$ cat src/rtl/operand_issue.sv
// rtl/operand_issue.sv - register-file read with writeback bypass and a one-entry ALU issue register
module operand_issue (
  input  logic        clk,
  input  logic        rst,
  input  logic        in_valid,
  output logic        in_ready,
  input  logic [4:0]  rs1_addr,
  input  logic [4:0]  rs2_addr,
  input  logic [4:0]  rd_addr,
  input  logic [63:0] imm,
  input  logic        use_imm,
  input  logic [1:0]  op_in,
  input  logic        wb_en,
  input  logic [4:0]  wb_addr,
  input  logic [63:0] wb_data,
  output logic [63:0] ALU_Input1,
  output logic [63:0] ALU_Input2,
  output logic [1:0]  Signal,
  output logic [4:0]  out_rd,
  output logic        out_valid,
  input  logic        out_ready,
  output logic [15:0] issue_count
);

  logic [63:0] rf_q [32];

  logic [63:0] alu1_q, alu1_d;
  logic [63:0] alu2_q, alu2_d;
  logic [1:0]  sig_q, sig_d;
  logic [4:0]  rd_q, rd_d;
  logic        valid_q, valid_d;
  logic [15:0] count_q, count_d;

  logic        wb_live;
  logic        accept;
  logic [63:0] opnd1, opnd2;

  assign wb_live = wb_en && (wb_addr != 5'd0);

  always_ff @(posedge clk or posedge rst) begin
    if (rst) begin
      for (int i = 0; i < 32; i++) rf_q[i] <= '0;
    end else if (wb_live) begin
      rf_q[wb_addr] <= wb_data;
    end
  end

  // x0 is hard-wired to zero; a same-cycle writeback wins over the stored value.
  always_comb begin
    opnd1 = '0;
    opnd2 = '0;
    if (rs1_addr != 5'd0) opnd1 = (wb_live && wb_addr == rs1_addr) ? wb_data : rf_q[rs1_addr];
    if (rs2_addr != 5'd0) opnd2 = (wb_live && wb_addr == rs2_addr) ? wb_data : rf_q[rs2_addr];
  end

  assign in_ready = !valid_q || out_ready;
  assign accept   = in_valid && in_ready;

  always_comb begin
    alu1_d  = alu1_q;
    alu2_d  = alu2_q;
    sig_d   = sig_q;
    rd_d    = rd_q;
    valid_d = valid_q;
    count_d = count_q;
    if (accept) begin
      alu1_d  = opnd1;
      alu2_d  = use_imm ? imm : opnd2;
      sig_d   = op_in;
      rd_d    = rd_addr;
      valid_d = 1'b1;
      count_d = count_q + 16'd1;
    end else if (out_ready) begin
      valid_d = 1'b0;
    end
  end

  always_ff @(posedge clk or posedge rst) begin
    if (rst) begin
      alu1_q  <= '0;
      alu2_q  <= '0;
      sig_q   <= '0;
      rd_q    <= '0;
      valid_q <= 1'b0;
      count_q <= '0;
    end else begin
      alu1_q  <= alu1_d;
      alu2_q  <= alu2_d;
      sig_q   <= sig_d;
      rd_q    <= rd_d;
      valid_q <= valid_d;
      count_q <= count_d;
    end
  end

  assign ALU_Input1  = alu1_q;
  assign ALU_Input2  = alu2_q;
  assign Signal      = sig_q;
  assign out_rd      = rd_q;
  assign out_valid   = valid_q;
  assign issue_count = count_q;

endmodule

$ cat config.mk
export PLATFORM = sky130hd
export DESIGN_NAME = operand_issue
export DESIGN_NICKNAME = d
export VERILOG_FILES = /design/src/rtl/operand_issue.sv
export SDC_FILE = /design/constraint.sdc
export NUM_CORES = 2
export LEC_CHECK = 0
export ABC_CLOCK_PERIOD_IN_PS = 60100
export BUFFER_PORTS_ARGS = -buffer_cell sky130_fd_sc_hd__buf_2
export CAP_MARGIN = 15
export CORE_MARGIN = 2
export CORE_UTILIZATION = 32
export DETAILED_ROUTE_END_ITERATION = 6
export PLACE_DENSITY_LB_ADDON = 0.25
export SLEW_MARGIN = 25
export SYNTH_ARGS = -nofsm -noshare
export SYNTH_HDL_FRONTEND = slang
export SYNTH_SLANG_ARGS = --single-unit
$ cat constraint.sdc
create_clock -name clk -period 60.1 [get_ports clk]
set_clock_uncertainty 0.1 [all_clocks]
set_input_delay 3.005 -clock clk [delete_from_list [all_inputs] [get_ports clk]]
set_output_delay 3.005 -clock clk [all_outputs]
set_load 0.005 [all_outputs]
==> results.yml <==
min_path:
  min_from: "rf_q[2031]"
  hold_end: "rf_q[2031]"
  hold_depth: 0
  min_path_type: "reg2reg"
clock_network:
  cts_resized: 0
  worstSkewPairLatency_ns: 0.93
  cts.htree.levels: 5
  clock_path_buffers: 4
  clockRootBuffer: "clkbuf_16"
  cts_buffers: 264
  cts_tree: "built"
  cts_setup_buffers: 0
  cts_sinks: 2200
  clk_pin_slew_ns: 0.06
  cts_hold_buf: 0
routing:
  drtIter0Drc: 6628
  wl_um: 394600
  route.detailed.drc: 0
  firstDrtPassIters: 6
  detail_route.vias_per_cell: 5.923
  vias: 73340
  wire_per_inst_um: 31.87
  antenna_left: 0
sta:
  maxSlewHeadroom: 0.2245
  final.min_clock_period_ns: 7.905
  setup_viol: 0
  fin_setup_tns_ns: 0
  max_freq_mhz: 126.5
  rsz0062_at_grt: "no"
  hold_viol_final: 0
  period_share: 0.1315
  layout_setup_ws_ns: 52.19
  drv_slew: 0
  tightest_slew_ns: 1.163
worst_setup_path:
  crit_top_cell: "buf_12"
  rrSetupSlack_ns: 56.55
  cp-start-kind: "input port"
  crit_family: "buffers and inverters"
  cp_num_buf_inv: 11
  cp_slowest_cell: "buf_4"
  rr_endpoint: "ALU_Input1[28]"
  endpoint_kind: "async pin"
  crit_fanout: 152
  cp.arrival_ns: 8.82
  r2r_start: "out_valid"
  critPathMaxStageDelay_ns: 0.83
  crit_required_ns: 61.02
  critPathKind: "in2async"
  crit_path_cell_trace: "buf_2 > clkinvlp_4 > buf_12 > buf_12 > buf_4 > buf_12 > buf_16 > buf_6 > buf_4 > buf_12 > buf_16"
  ff2ff_path_depth: 7
finish:
  final_cell_mix: "dfrtp_1 (2,200), mux2_2 (1,985), mux4_2 (919), mux2i_1 (487), buf_2 (299)"
  final_common_cell: "dfrtp_1"
  areaGrowthSynthToFinish_pct: 12.62
  drive_gt1_frac: 0.5026
  layout.nets: 7591
  finalNonFillerCells: 12380
floorplanning:
  rows: 219
  core_um2: 355900
  dieWidth_um: 602.0
  start_util: 0.3215
  die_h_um: 602.0
  die_area_um2: 362400
  io_pins: 309
global_routing:
  grt_pass1_vias: 76530
  grtUsageTotal: 0.2140
  grt.overflow.total: 0
  grt_pass1_wl_um: 571600
  grt_max_degree: 181
  antenna_found_initial: 25
power_and_ir_drop:
  ir_drop_mv: 0.01942
  power.total_w: 0.004408
  p_leak_nw: 55.35
  cellPowerDensity_nw_per_um2: 34.20
place:
  gp_congestion: 0.7790
  dp_cells: 11910
  place_hpwl_um: 223500
  dp_worst_setup_slack_ns: 51.00
  io_buffers: 308
yosys:
  syn_nets: 7711
  ys_seq_elements: 2200
  synth-edff-count: 0
  synth-async-reset-ratio: 1.000
  postSynthCellCount: 7554
  yosysWarnings: 0
  yosysSeqAreaShare: 0.4811
  synth_cell_types: 50
  syn_area_um2: 114400
  syn_avg_cell_area_um2: 15.15
  ys.flop_type: "dfrtp_1"
job:
  drv_cap: 0
outcome:
  status: "finished clean"
## flip-flops by register name, indices dropped and copies added (netlist names)
signal,flops
ALU_Input2,64
ALU_Input1,64
out_valid,1
out_rd,5
issue_count,16
Signal,2
rf_q,2048
## metrics by stage
step | util | hold WS, ns | cell area (um2)
4_1_cts | 0.3613 | 0.2959 | 128600
2_1_floorplan | - | 0.3413 | 114400
6_report | 0.3621 | 0.2913 | 128900
5_1_grt | 0.3620 | 0.3034 | 128900
3_3_place_gp | 0.3372 | 0.2763 | 120000
3_5_place_dp | 0.3377 | 0.2833 | 120200
## cell families after synthesis
| family | synth area share |
|---|---|
| adder cells (fa/ha/maj) | 0.0001093 |
| buffers and inverters | 0.03194 |
| flip-flops | 0.4811 |
| AO/OA/AOI/OAI | 0.05663 |
| AND/OR/NAND/NOR | 0.009502 |
| XOR/XNOR | 0.001913 |
| multiplexers | 0.4188 |
## Yosys cell counts, drive strengths merged (2+ instances only)
master,number,area share
and3b,2,0.00015
a2111oi,2,0.00026
a21boi,116,0.0076
clkbuf,582,0.019
o211ai,6,0.00044
nor3b,3,0.00020
nand2,177,0.0058
and3,4,0.00022
nand3,11,0.00048
mux2i,487,0.043
o21a,2,0.00013
xor2,14,0.0011
or4,4,0.00026
dfrtp,2200,0.48
xnor2,11,0.00084
a21oi,3,0.00013
mux4,919,0.18
mux2,1985,0.20
o32a,60,0.0052
buf,291,0.013
nor3,6,0.00035
nand4,5,0.00027
a221oi,241,0.018
a22oi,118,0.0077
a222oi,62,0.0054
and2,2,0.00011
a221o,58,0.0051
a31oi,2,0.00011
a21o,2,0.00013
a211oi,4,0.00026
nor2,32,0.0010
inv,5,0.00016
or2,3,0.00016
nand3b,3,0.00020
nand2b,2,0.00011
o21ai,122,0.0053
## cell type report
class / instances / area [um2]
inverters: 6 / 33.78
clock buffers: 396 / 7831
multi-input cells: 4475 / 56060
clock inverters: 55 / 596.8
well taps: 4751 / 5944
flip-flops and latches: 2200 / 55050
diodes: 11 / 27.53
fillers: 33590 / 227100
repair buffers: 487 / 3329
## worst max-delay path by stage
stage | startpoint | end | depth (start not counted)
after floorplan | rst | ALU_Input1[0] | 1
final | rst | rf_q[461] | 11
after global routing | rst | rf_q[848] | 11
after detailed placement | rst | rf_q[1933] | 9
after global placement | rst | rf_q[1933] | 9
after CTS | rst | rf_q[1677] | 9
## layer usage
metal / share of wire / vias up / track usage
met5: 0.000066 / - / 0
met4: 0.038 / 4 / 0.07534
met3: 0.052 / 683 / 0.02514
met2: 0.48 / 2547 / 0.3497
met1: 0.43 / 40680 / 0.2938
li1: - / 29420 / -
## power breakdown
| group | total [W] | switching, W | internal, W |
|---|---|---|---|
| Combinational | 0.000836 | 0.000341 | 0.000494 |
| Sequential | 0.00198 | 0.000219 | 0.00176 |
| Clock | 0.00159 | 0.000656 | 0.000933 |
| Total | 0.00441 | 0.00122 | 0.00319 |
Note: power is estimated with default switching activity, not from simulation.
